$ cat src/rtl/layer3_weight_sched_pkg.sv
// rtl/layer3_weight_sched_pkg.sv - shared state encoding and default per-conv weight counts
package layer3_sched_pkg;

  typedef enum logic [2:0] {
    ST_IDLE = 3'd0,
    ST_L1   = 3'd1,
    ST_L2   = 3'd2,
    ST_L3   = 3'd3,
    ST_L4   = 3'd4,
    ST_FIN  = 3'd5
  } state_t;

  localparam int N_W1_DEF  = 131072;
  localparam int N_W2_DEF  = 589824;
  localparam int N_W3_DEF  = 262144;
  localparam int N_W4_DEF  = 524288;
  localparam int CNT_W_DEF = 20;

endpackage

$ cat src/rtl/layer3_weight_sched_if.sv
// rtl/layer3_weight_sched_if.sv - upstream weight stream plus the four demuxed conv weight ports
interface layer3_weight_sched_if #(
  parameter int DATA_WIDTH = 32
);

  logic                  valid_in;
  logic [DATA_WIDTH-1:0] weight_in;
  logic                  ready_out;
  logic                  valid_weight_out1;
  logic                  valid_weight_out2;
  logic                  valid_weight_out3;
  logic                  valid_weight_out4;
  logic [DATA_WIDTH-1:0] weight_out1;
  logic [DATA_WIDTH-1:0] weight_out2;
  logic [DATA_WIDTH-1:0] weight_out3;
  logic [DATA_WIDTH-1:0] weight_out4;

  modport master (
    output valid_in, weight_in,
    input  ready_out,
    input  valid_weight_out1, valid_weight_out2, valid_weight_out3, valid_weight_out4,
    input  weight_out1, weight_out2, weight_out3, weight_out4
  );

  modport slave (
    input  valid_in, weight_in,
    output ready_out,
    output valid_weight_out1, valid_weight_out2, valid_weight_out3, valid_weight_out4,
    output weight_out1, weight_out2, weight_out3, weight_out4
  );

endinterface

$ cat src/rtl/layer3_weight_sched_word_counter.sv
// rtl/layer3_weight_sched_word_counter.sv - per-conv word counter; last flags the final accepted word
module wsched_word_counter #(
  parameter int CNT_W = 20
) (
  input  logic             clk,
  input  logic             reset,
  input  logic             inc,
  input  logic             clr,
  input  logic [CNT_W-1:0] limit,
  output logic             last
);

  logic [CNT_W-1:0] cnt;

  assign last = inc && (cnt == limit - CNT_W'(1));

  // Self-clearing on the final word so the next conv starts from zero without wrapping.
  always_ff @(posedge clk) begin
    if (reset || clr) begin
      cnt <= '0;
    end else if (last) begin
      cnt <= '0;
    end else if (inc) begin
      cnt <= cnt + CNT_W'(1);
    end
  end

endmodule

$ cat src/rtl/layer3_weight_sched.sv
// rtl/layer3_weight_sched.sv - sequences one weight stream into conv1..conv4 ports with a done pulse
// Optional running XOR checksum output under LAYER3_WSCHED_CHECKSUM_EN.
module layer3_weight_sched
  import layer3_sched_pkg::*;
#(
  parameter int DATA_WIDTH = 32,
  parameter int N_W1       = N_W1_DEF,
  parameter int N_W2       = N_W2_DEF,
  parameter int N_W3       = N_W3_DEF,
  parameter int N_W4       = N_W4_DEF,
  parameter int CNT_W      = CNT_W_DEF
) (
  input  logic                  clk,
  input  logic                  reset,
  input  logic                  start,
  output logic                  busy,
  output logic                  done,
`ifdef LAYER3_WSCHED_CHECKSUM_EN
  output logic [DATA_WIDTH-1:0] checksum,
`endif
  layer3_weight_sched_if.slave  wif
);

  state_t           state;
  logic             hs;
  logic             last;
  logic [CNT_W-1:0] limit;

  assign wif.ready_out = (state == ST_L1) || (state == ST_L2) ||
                         (state == ST_L3) || (state == ST_L4);
  assign hs = wif.valid_in && wif.ready_out;

  always_comb begin
    limit = CNT_W'(N_W1);
    case (state)
      ST_L2:   limit = CNT_W'(N_W2);
      ST_L3:   limit = CNT_W'(N_W3);
      ST_L4:   limit = CNT_W'(N_W4);
      default: limit = CNT_W'(N_W1);
    endcase
  end

  wsched_word_counter #(
    .CNT_W (CNT_W)
  ) u_word_counter (
    .clk   (clk),
    .reset (reset),
    .inc   (hs),
    .clr   ((state == ST_IDLE) || (state == ST_FIN)),
    .limit (limit),
    .last  (last)
  );

  always_ff @(posedge clk) begin
    if (reset) begin
      state                 <= ST_IDLE;
      busy                  <= 1'b0;
      done                  <= 1'b0;
      wif.valid_weight_out1 <= 1'b0;
      wif.valid_weight_out2 <= 1'b0;
      wif.valid_weight_out3 <= 1'b0;
      wif.valid_weight_out4 <= 1'b0;
      wif.weight_out1       <= '0;
      wif.weight_out2       <= '0;
      wif.weight_out3       <= '0;
      wif.weight_out4       <= '0;
    end else begin
      done                  <= 1'b0;
      wif.valid_weight_out1 <= 1'b0;
      wif.valid_weight_out2 <= 1'b0;
      wif.valid_weight_out3 <= 1'b0;
      wif.valid_weight_out4 <= 1'b0;

      case (state)
        ST_IDLE: begin
          if (start) begin
            state <= ST_L1;
            busy  <= 1'b1;
          end
        end
        ST_L1: if (last) state <= ST_L2;
        ST_L2: if (last) state <= ST_L3;
        ST_L3: if (last) state <= ST_L4;
        ST_L4: begin
          if (last) begin
            state <= ST_FIN;
            done  <= 1'b1;
          end
        end
        ST_FIN: begin
          state <= ST_IDLE;
          busy  <= 1'b0;
        end
        default: begin
          state <= ST_IDLE;
          busy  <= 1'b0;
        end
      endcase

      // Weight registers only load on a handshake so they hold across stalls.
      if (hs) begin
        case (state)
          ST_L1: begin
            wif.weight_out1       <= wif.weight_in;
            wif.valid_weight_out1 <= 1'b1;
          end
          ST_L2: begin
            wif.weight_out2       <= wif.weight_in;
            wif.valid_weight_out2 <= 1'b1;
          end
          ST_L3: begin
            wif.weight_out3       <= wif.weight_in;
            wif.valid_weight_out3 <= 1'b1;
          end
          ST_L4: begin
            wif.weight_out4       <= wif.weight_in;
            wif.valid_weight_out4 <= 1'b1;
          end
          default: ;
        endcase
      end
    end
  end

`ifdef LAYER3_WSCHED_CHECKSUM_EN
  always_ff @(posedge clk) begin
    if (reset) begin
      checksum <= '0;
    end else if ((state == ST_IDLE) && start) begin
      checksum <= '0;
    end else if (hs) begin
      checksum <= checksum ^ wif.weight_in;
    end
  end
`endif

endmodule

$ cat src/flat_wrapper.sv
// flat-port wrapper written by rule: the top's interface ports become plain ports
module layer3_weight_sched_flat import layer3_sched_pkg::*;
#(
  parameter int DATA_WIDTH = 32,
  parameter int N_W1       = N_W1_DEF,
  parameter int N_W2       = N_W2_DEF,
  parameter int N_W3       = N_W3_DEF,
  parameter int N_W4       = N_W4_DEF,
  parameter int CNT_W      = CNT_W_DEF
)
  (clk, reset, start, busy, done, wif_valid_in, wif_weight_in, wif_ready_out, wif_valid_weight_out1, wif_valid_weight_out2, wif_valid_weight_out3, wif_valid_weight_out4, wif_weight_out1, wif_weight_out2, wif_weight_out3, wif_weight_out4);
  layer3_weight_sched_if #(.DATA_WIDTH(DATA_WIDTH)) wif_i ();
  input  logic clk;
  input  logic reset;
  input  logic start;
  output logic busy;
  output logic done;
  input wire logic [$bits(wif_i.valid_in)-1:0] wif_valid_in;
  input wire logic [$bits(wif_i.weight_in)-1:0] wif_weight_in;
  output wire logic [$bits(wif_i.ready_out)-1:0] wif_ready_out;
  output wire logic [$bits(wif_i.valid_weight_out1)-1:0] wif_valid_weight_out1;
  output wire logic [$bits(wif_i.valid_weight_out2)-1:0] wif_valid_weight_out2;
  output wire logic [$bits(wif_i.valid_weight_out3)-1:0] wif_valid_weight_out3;
  output wire logic [$bits(wif_i.valid_weight_out4)-1:0] wif_valid_weight_out4;
  output wire logic [$bits(wif_i.weight_out1)-1:0] wif_weight_out1;
  output wire logic [$bits(wif_i.weight_out2)-1:0] wif_weight_out2;
  output wire logic [$bits(wif_i.weight_out3)-1:0] wif_weight_out3;
  output wire logic [$bits(wif_i.weight_out4)-1:0] wif_weight_out4;
  assign wif_i.valid_in = wif_valid_in;
  assign wif_i.weight_in = wif_weight_in;
  assign wif_ready_out = wif_i.ready_out;
  assign wif_valid_weight_out1 = wif_i.valid_weight_out1;
  assign wif_valid_weight_out2 = wif_i.valid_weight_out2;
  assign wif_valid_weight_out3 = wif_i.valid_weight_out3;
  assign wif_valid_weight_out4 = wif_i.valid_weight_out4;
  assign wif_weight_out1 = wif_i.weight_out1;
  assign wif_weight_out2 = wif_i.weight_out2;
  assign wif_weight_out3 = wif_i.weight_out3;
  assign wif_weight_out4 = wif_i.weight_out4;
  layer3_weight_sched #(.DATA_WIDTH(DATA_WIDTH), .N_W1(N_W1), .N_W2(N_W2), .N_W3(N_W3), .N_W4(N_W4), .CNT_W(CNT_W)) u_core (.clk(clk), .reset(reset), .start(start), .busy(busy), .done(done), .wif(wif_i));
endmodule
$ cat config.mk
export PLATFORM = sky130hd
export DESIGN_NAME = layer3_weight_sched_flat
export DESIGN_NICKNAME = d
export VERILOG_FILES = /design/src/rtl/layer3_weight_sched_pkg.sv /design/src/rtl/layer3_weight_sched_if.sv /design/src/rtl/layer3_weight_sched_word_counter.sv /design/src/rtl/layer3_weight_sched.sv /design/src/flat_wrapper.sv
export SDC_FILE = /design/constraint.sdc
export NUM_CORES = 1
export LEC_CHECK = 0
export ABC_CLOCK_PERIOD_IN_PS = 2600
export CAP_MARGIN = 20
export CORE_ASPECT_RATIO = 0.9
export CORE_MARGIN = 2
export CORE_UTILIZATION = 40
export CTS_CLUSTER_SIZE = 20
export DETAILED_ROUTE_END_ITERATION = 12
export DONT_BUFFER_PORTS = 1
export GPL_ROUTABILITY_DRIVEN = 1
export SLEW_MARGIN = 20
export SYNTH_ARGS = -nofsm -noshare
export SYNTH_HDL_FRONTEND = slang
export SYNTH_SLANG_ARGS = --single-unit
$ cat constraint.sdc
create_clock -name clk -period 2.6 [get_ports clk]
set_input_delay 0.52 -clock clk [delete_from_list [all_inputs] [get_ports clk]]
set_output_delay 0.52 -clock clk [all_outputs]
set_load 0.01 [all_outputs]
Word-level counts from Yosys, hierarchy flattened
Cells that the tools add are included.
{ "totals": {"register_bits": 157, "out_inout_bits": 135} }
{ "classes": {"mux": 14, "bitwise_logic": 3, "n_addsub": 2, "n_eq_ne": 11, "n_reduce_logical": 18} }
{ "op_table": {"columns": ["cell", "count"], "rows": [
  ["one-hot mux 20 bit (3 select lines)", 1],
  ["adder 20 x 1 -> 20 bit, second input constant", 1],
  ["== test 20 bit", 1],
  ["subtractor 20 x 1 -> 20 bit, second input constant", 1],
  ["two-way mux 3 bit", 5],
  ["one-hot mux 3 bit (5 select lines)", 1],
  ["AND reduction 2 bit", 5],
  ["!= test 2 x 1 -> 1 bit, second input constant", 4],
  ["== test 3 x 2 -> 1 bit, second input constant", 2],
  ["== test 3 bit, second input constant", 2],
  ["two-way mux 1 bit", 6],
  ["OR reduction 2 bit", 3],
  ["logical OR 1 bit", 5],
  ["AND reduction 5 bit", 1],
  ["OR reduction 4 bit", 1],
  ["== test 3 x 1 -> 1 bit, second input constant", 1],
  ["logical NOT 3 bit", 1],
  ["NOT 1 bit", 3],
  ["logical AND 1 bit", 2],
  ["!= test 2 bit, second input constant", 1],
  ["one-hot mux 1 bit (2 select lines)", 1]
]} }

Logic depth before layout (Yosys ltp)
Gate-level depths: netlist of run 1.
{ "logic_depth": {"word_depth": 8, "mapped_depth": 9, "depth_no_buf": 7} }

Modules after synthesis
Synthesis of run 1 repeated with hierarchy kept, for this count alone.
{ "unflattened": {"cells_unflattened": 813, "hier_area_um2": 6671.4} }
{ "modules_own_cells": {"columns": ["module", "seq_area_each_um2", "area_per_inst_um2", "instances", "cells_per_inst"], "rows": [
  ["layer3_weight_sched", 2742.6, 4941.0, 1, 613],
  ["wsched_word_counter", 400.4, 1730.4, 1, 200]
]} }

Worst setup path after synthesis of run 1
Ideal clock, no wire load.
{ "synth_timing": {"kind": "register to register", "startpoint": "register u_core.state[0]", "endpoint": "register u_core.u_word_counter.cnt[3]", "setup_slack_ns": 0.926, "t_arrival_ns": 1.540, "period_less_slack_ns": 1.674, "required_time_ns": 2.466, "stages_incl_launch_ff": 8, "path_cell_list": "dfxtp_1 -> buf_4 -> and3b_1 -> or3_1 -> a21oi_2 -> nand3_2 -> a21oi_1 -> a211oi_1"} }
{ "synth_between": {"elab_chain_len": 7, "word_cells_on_any_way": 17, "classes_between": "add/sub (1); eq/ne (6); mux (1); reduce/logical (9)"} }
{ "synth_lines": {"columns": ["element", "line_no", "source"], "rows": [
  ["start, declared", "layer3_weight_sched.sv:24", "state_t state;"],
  ["start signal, assigned", "layer3_weight_sched.sv:56", "state <= ST_IDLE;"],
  ["start signal, assigned", "layer3_weight_sched.sv:77", "state <= ST_L1;"],
  ["start signal, assigned", "layer3_weight_sched.sv:81", "ST_L1: if (last) state <= ST_L2;"],
  ["branches (longest 7 deep; another with subtractor 20 x 1 -> 20 bit)", null, null],
  ["end signal, assigned", "layer3_weight_sched_word_counter.sv:24", "cnt <= cnt + CNT_W'(1);"],
  ["end, declared", "layer3_weight_sched_word_counter.sv:13", "logic [CNT_W-1:0] cnt;"]
]} }
Several ways; the timed one is not identified.
A chain may end at the register's enable or synchronous reset.

Final worst setup path of run 1
{ "layout_timing": {"startpoint": "register u_core.state[2]", "endpoint": "register u_core.wif.weight_out4[9]"} }
{ "layout_between": {"elab_chain_len": 6, "word_cells_on_any_way": 9, "classes_between": "eq/ne (4); reduce/logical (5)"} }
{ "layout_lines": {"columns": ["element", "line_no", "source"], "rows": [
  ["== test 3 x 1 -> 1 bit or == test 3 x 2 -> 1 bit (tied branches)", "layer3_weight_sched.sv:29", "assign wif.ready_out = (state == ST_L1) || (state == ST_L2) ||"],
  ["logical OR 1 bit (2 in a row)", "layer3_weight_sched.sv:29", null],
  ["logical OR 1 bit", "layer3_weight_sched.sv:30", "(state == ST_L3) || (state == ST_L4);"],
  ["logical AND 1 bit", "layer3_weight_sched.sv:31", "assign hs = wif.valid_in && wif.ready_out;"],
  ["AND reduction 2 bit (no source line) (*)", null, null],
  ["end signal, assigned", "layer3_weight_sched.sv:116", "wif.weight_out4 <= wif.weight_in;"],
  ["end, declared", "layer3_weight_sched_if.sv:29", "output weight_out1, weight_out2, weight_out3, weight_out4"]
]} }
Every way passes the cells marked *; elsewhere a longest branch is shown, timed or not.

==> flow_metrics.py, run 1 <==
metrics = {
    "yosys": {
        "ys_seq_area_frac": 0.5416,
        "synth_most_common_cell": "nand2_1",
        "synth.distinct_cells": 42,
        "synthTopCellsByArea": "dfxtp_1, nand2_1, a21oi_1",
        "syn-num-nets": 770,
        "avgSynthCellArea_um2": 7.917,
        "yosysTopAreaCell": "dfxtp_1",
        "ys_warn_count": 0,
        "synth_edf_count": 0,
        "synth_async_sr_flop_share": 0,
        "yosys-top-cells-count": "nand2_1, dfxtp_1, a21oi_1",
        "synthCells": 733,
        "syn_area_um2": 5803,
        "yosys.area.top_type_share": 0.5416,
        "ys_ff_latch": 157,
        "synth-main-ff-cell": "dfxtp_1",
    },
    "layout": {
        "fin_util": 0.4676,
        "final_cells": 920,
        "area_delta_synth_final_pct": 13.67,
        "fin_nets": 751,
        "diodes": 0,
        "layout-drive-gt1-share": 0.07703,
        "nFillCells": 1351,
    },
    "sta": {
        "rsz0062_at_grt": "false",
        "fin_crit_sh": 0.8795,
        "slew_headroom": 0.4869,
        "fmax_mhz": 437.3,
        "finalSetupTns_ns": 0,
        "tightestPinTransition_ns": 0.7689,
        "finalWorstSetupSlack_ns": 0.3134,
        "setup_viol": 0,
        "hold_viol_final": 0,
        "timing.final.crit_period_ns": 2.287,
        "holdWs_ns": 0.1741,
        "fin_skew_ns": 0.006444,
        "final-max-slew-violation-count": 0,
    },
    "min_path": {
        "min_path_cells": 1,
        "min_path_type": "primary input to register",
    },
    "cts": {
        "path_clk_slew_ns": 0.06,
        "cts_buffer_depth": 2,
        "cts_tree": "built",
        "cts_root_buffer": "clkbuf_16",
        "cts.repair.resized": 0,
        "numCtsBuffers": 17,
        "htree_levels": 4,
        "hold_buffers": 0,
        "cts_setup_buffers": 0,
        "insertion_delay_ns": 0.42,
        "clock-sinks": 157,
    },
    "power_and_ir_drop": {
        "seqPwrFrac": 0.466,
        "clkPwrFrac": 0.513,
        "comb_power_share": 0.021,
        "p_sw_mw": 1.112,
        "ir_drop_uv": 473.9,
        "p_leak_nw": 2.181,
        "swShare": 0.2092,
        "power.density_nw_per_um2": 805.8,
        "p_int_mw": 4.203,
    },
    "detailed_routing": {
        "antenna_left": 0,
        "routed_via_density": 5.268,
        "route.detailed.drc": 0,
        "routedWlPerCell_um": 17.33,
        "vias": 4847,
        "first_pass_iters": 5,
        "routed_wl_mm": 15.94,
        "drt_iter0_markers": 268,
    },
    "grt": {
        "grt_overflow_total": 0,
        "antenna_found_initial": 0,
        "first_global_vias": 4408,
        "grtUsageTotal": 0.2012,
        "grt_first_pass_wirelength_mm": 23.96,
        "grt_max_degree": 141,
    },
    "die": {
        "rows": 41,
        "die_area_um2": 15490,
        "chipHeight_um": 118.3,
        "fp.dieW_um": 131.0,
        "io_pins": 171,
        "start_util": 0.4114,
        "fp.coreArea_um2": 14110,
    },
    "worst_setup_path": {
        "worstPathCellList": "or3_1, and3_1, nand2_2, nand2_1, a21oi_1",
        "slowest_stage": "nand2_2",
        "path_buf_inv": 0,
        "crit_family": "simple AND/OR/NAND/NOR gates",
        "reg2regPathDepth": 5,
        "critPathLaunchType": "register",
        "endpoint_kind": "register",
        "critPathMaxStageDelay_ns": 0.58,
        "crit_arrival_ns": 2.63,
        "critPathMaxFanout": 34,
        "cp.required_ns": 2.95,
        "critical_path_depth": 5,
        "worstSetupPathType": "register to register",
    },
    "placement": {
        "dp_cells": 888,
        "place_ws_ns": 0.3851,
        "gp_congestion": 0.8599,
        "portBuffers": 0,
        "post-dp-hpwl_mm": 10.63,
    },
    "status": {
        "run_status": "complete, no violations",
    },
    "job": {
        "cap_violations": 0,
    },
}
-- final timing paths --
kind / start / endpoint / slack (ns)
min reg2reg: u_core.u_word_counter.cnt[1] / u_core.u_word_counter.cnt[1] / 0.49
max reg2reg: u_core.state[2] / u_core.wif.weight_out4[9] / 0.31
max: u_core.state[2] / u_core.wif.weight_out4[9] / 0.31
min: reset / u_core.wif.weight_out3[0] / 0.17
-- cell families after synthesis --
group	Yosys count	share of synthesized area
buffers and inverters	51	0.03924
xor gates and xnor gates	14	0.02113
AOI/OAI and AO/OA	153	0.1378
and+or+nand+nor	355	0.2546
muxes	2	0.003450
adders and majority gates	1	0.002156
DFF	157	0.5416
-- placed cells by master (no fill, tap or decap), types with 5 or more instances in the layout --
| cell | netlist | layout |
|---|---|---|
| xor2_1 | 11 | 11 |
| dfxtp_1 | 157 | 157 |
| nand3_1 | 12 | 12 |
| and3_1 | 9 | 9 |
| bufinv_16 | 0 | 5 |
| nand4_1 | 8 | 8 |
| nor2_1 | 30 | 28 |
| buf_4 | 1 | 9 |
| nand2_1 | 270 | 270 |
| clkbuf_16 | 0 | 17 |
| a21oi_1 | 138 | 138 |
-- power by group through the flow --
stage,Clock [mW],Sequential (mW),Combinational (mW)
floorplan,0,2.52,0.118
global placement,0,2.53,0.110
detailed placement,0,2.53,0.113
CTS,2.77,2.48,0.113
global route,2.88,2.48,0.125
finish,2.73,2.48,0.112
-- final cells by class --
| type | instances | area [um2] | share of cell area |
|---|---|---|---|
| clock buffer | 18 | 439.2 | 0.06658 |
| clock inverter | 14 | 215.2 | 0.03263 |
| inverter | 2 | 7.507 | 0.001138 |
| multi-input combinational | 525 | 2442 | 0.3703 |
| sequential | 157 | 3143 | 0.4765 |
| tap | 193 | 241.5 | 0.03661 |
| timing repair buffer | 11 | 107.6 | 0.01631 |
-- metrics by stage --
stage | instance area, um2 | total power, mW
2_1_floorplan | 5803 | 2.633
3_3_place_gp | 5942 | 2.639
3_5_place_dp | 5942 | 2.643
4_1_cts | 6596 | 5.357
5_1_grt | 6596 | 5.484
6_report | 6596 | 5.315
-- state kept, by name (all words and copies together) (netlist names) --
| register | flops |
|---|---|
| u_core.wif.weight_out1 | 32 |
| u_core.wif.weight_out2 | 32 |
| u_core.wif.weight_out3 | 32 |
| u_core.wif.weight_out4 | 32 |
| u_core.u_word_counter.cnt | 20 |
| u_core.state | 3 |
| u_core.busy | 1 |
| u_core.done | 1 |
| u_core.wif.valid_weight_out1 | 1 |
| u_core.wif.valid_weight_out2 | 1 |
| u_core.wif.valid_weight_out3 | 1 |
| u_core.wif.valid_weight_out4 | 1 |
-- metal layers --
layer	global-route usage	part of all wire
met4	0.07247	0.014
met3	0.08646	0.12
met1	0.2422	0.40
met2	0.3183	0.47
met5	0	0
Note: power is estimated with default switching activity, not from simulation.
==> run 2, diff against run 1 <==
--- a/config.mk
+++ b/config.mk
@@ -5,7 +5,7 @@
 export SDC_FILE = /design/constraint.sdc
 export NUM_CORES = 1
 export LEC_CHECK = 0
-export ABC_CLOCK_PERIOD_IN_PS = 2600
+export ABC_CLOCK_PERIOD_IN_PS = 2100
 export CAP_MARGIN = 20
 export CORE_ASPECT_RATIO = 0.9
 export CORE_MARGIN = 2
==> constraint.sdc (replaced) <==
create_clock -name clk -period 2.1 [get_ports clk]
set_input_delay 0.42 -clock clk [delete_from_list [all_inputs] [get_ports clk]]
set_output_delay 0.42 -clock clk [all_outputs]
set_load 0.01 [all_outputs]
==> flow_metrics.py, run 2 (same netlist as run 1, synthesis figures left out) <==
metrics = {
    "cts": {
        "htree_levels": 4,
        "numCtsBuffers": 17,
        "cts_buffer_depth": 2,
        "cts_root_buffer": "clkbuf_16",
        "hold_buffers": 0,
        "cts_tree": "built",
        "clock-sinks": 157,
        "cts_setup_buffers": 0,
        "insertion_delay_ns": 0.42,
        "path_clk_slew_ns": 0.06,
    },
    "placement": {
        "gp_congestion": 0.8904,
        "portBuffers": 0,
        "post-dp-hpwl_mm": 10.73,
        "place_ws_ns": 0.1946,
    },
    "grt": {
        "first_global_vias": 4640,
        "antenna_found_initial": 0,
        "grtUsageTotal": 0.2056,
        "grt_max_degree": 141,
        "grt_first_pass_wirelength_mm": 24.53,
        "grt_overflow_total": 0,
    },
    "die": {
        "fp.dieW_um": 131.0,
        "die_area_um2": 15490,
        "rows": 41,
        "io_pins": 171,
        "fp.coreArea_um2": 14110,
        "chipHeight_um": 118.3,
        "start_util": 0.4114,
    },
    "min_path": {
        "hold_path_end": "u_core.wif.weight_out4[0]",
        "min_path_cells": 1,
        "min_path_type": "primary input to register",
        "hold_start": "reset",
    },
    "layout": {
        "fin_nets": 757,
        "fin_util": 0.4679,
        "diodes": 0,
        "area_delta_synth_final_pct": 13.76,
        "layout-drive-gt1-share": 0.08458,
        "final_common_cell": "nand2_1",
        "mostFrequentLayoutCells": "nand2_1, dfxtp_1, a21oi_1",
    },
    "detailed_routing": {
        "route.detailed.drc": 0,
        "drt_iter0_markers": 291,
        "routed_wl_mm": 16.00,
        "first_pass_iters": 6,
        "routed_via_density": 5.308,
        "antenna_left": 0,
        "vias": 4915,
        "routedWlPerCell_um": 17.27,
    },
    "job": {
        "cap_violations": 0,
    },
    "sta": {
        "setup_viol": 0,
        "finalSetupTns_ns": 0,
        "hold_viol_final": 0,
        "fin_crit_sh": 0.9222,
        "slew_headroom": 0.4956,
        "fin_skew_ns": 0.005216,
        "rsz0062_at_grt": "false",
        "fmax_mhz": 516.4,
        "final-max-slew-violation-count": 0,
        "timing.final.crit_period_ns": 1.937,
        "tightestPinTransition_ns": 0.7567,
        "finalWorstSetupSlack_ns": 0.1635,
    },
    "worst_setup_path": {
        "critPathMaxFanout": 9,
        "cp.required_ns": 2.40,
        "critPathLaunchType": "register",
        "r2r-start": "u_core.state[2]",
        "reg2regPathDepth": 6,
        "worstPathCellList": "and3b_1, or3_1, a21oi_2, nand3_1, mux2i_1, o21ai_1",
        "worstSetupPathType": "register to register",
        "r2r_slack_ns": 0.16,
        "r2r-end": "u_core.state[0]",
        "crit_arrival_ns": 2.23,
        "slowest_stage": "dfxtp_1",
        "critPathMaxStageDelay_ns": 0.48,
        "endpoint_kind": "register",
    },
    "status": {
        "run_status": "complete, no violations",
    },
    "power_and_ir_drop": {
        "ir_drop_uv": 540.4,
        "p_leak_nw": 2.188,
        "power.density_nw_per_um2": 962.2,
    },
}
-- run 2: cell types whose count changed in the layout (fill, tap and decap cells not counted), sizes merged --
| cell | change |
|---|---|
| buf | +6 |
| bufinv | -2 |
| clkbuf | +4 |
| clkinv | -1 |
| inv | -1 |
-- run 2: cell type report --
type                            count  area, um2
Sequential cell                   157       3146
Fill cell                        1392       7506
Clock inverter                     10      137.6
Timing Repair Buffer               17      152.6
Clock buffer                       22      474.2
Multi-Input combinational cell    525       2442
Inverter                            2      7.507
Tap cell                          193      241.5
-- run 2: how the worst max path moves through the flow --
stage / startpoint / end / slack (ns) / depth (start not counted)
finish: u_core.state[2] / u_core.state[0] / 0.16 / 6
detailed placement: u_core.state[1] / u_core.u_word_counter.cnt[19] / 0.19 / 6
global placement: u_core.state[1] / u_core.state[0] / 0.24 / 6
CTS: u_core.state[0] / wif_ready_out / 0.17 / 2
floorplan: u_core.state[0] / u_core.u_word_counter.cnt[3] / 0.43 / 7
global route: u_core.state[2] / u_core.u_word_counter.cnt[13] / 0.005 / 6
-- run 2: power by group --
part,internal (mW),switching (mW),leakage [nW]
Combinational,0.0473,0.0931,0.624
Clock,1.96,1.19,0.296
Sequential,3.02,0.0473,1.27
-- run 2: what timing repair did --
| action | CTS | global route |
|---|---|---|
| resized for setup | 0 | 2 |
| hold endpoints to repair | 0 | 0 |
| endpoints found under the setup margin | 0 | 8 |
-- run 2: per-layer routing --
layer  GRT usage  part of all wire  wire (um)  up-vias
met4     0.06649             0.013        215        0
met2      0.3242              0.46       7336      208
met5           0                 0          0        -
met1      0.2461              0.41       6539     2310
li1            -                 -          -     2379
met3     0.09688              0.12       1905       18
-- run 2: per-stage QoR --
| step | hold slack [ns] | area [um2] | instances | power (mW) |
|---|---|---|---|---|
| 6_report | 0.08326 | 6601 | 926 | 6.352 |
| 5_1_grt | 0.06069 | 6601 | 926 | 6.557 |
| 2_1_floorplan | 0.4623 | 5803 | 733 | 3.260 |
| 3_5_place_dp | 0.4886 | 5987 | 894 | 3.268 |
| 3_3_place_gp | 0.4784 | 5987 | 894 | 3.262 |
| 4_1_cts | 0.05901 | 6599 | 926 | 6.418 |
-- run 2: critical path, delay by kind of cell, from the launching register on --
kind             cells  cell delay, ns
AO/OA/AOI/OAI        2            0.36
flip-flops           1            0.48
multiplexers         1            0.22
AND/OR/NAND/NOR      3            0.75
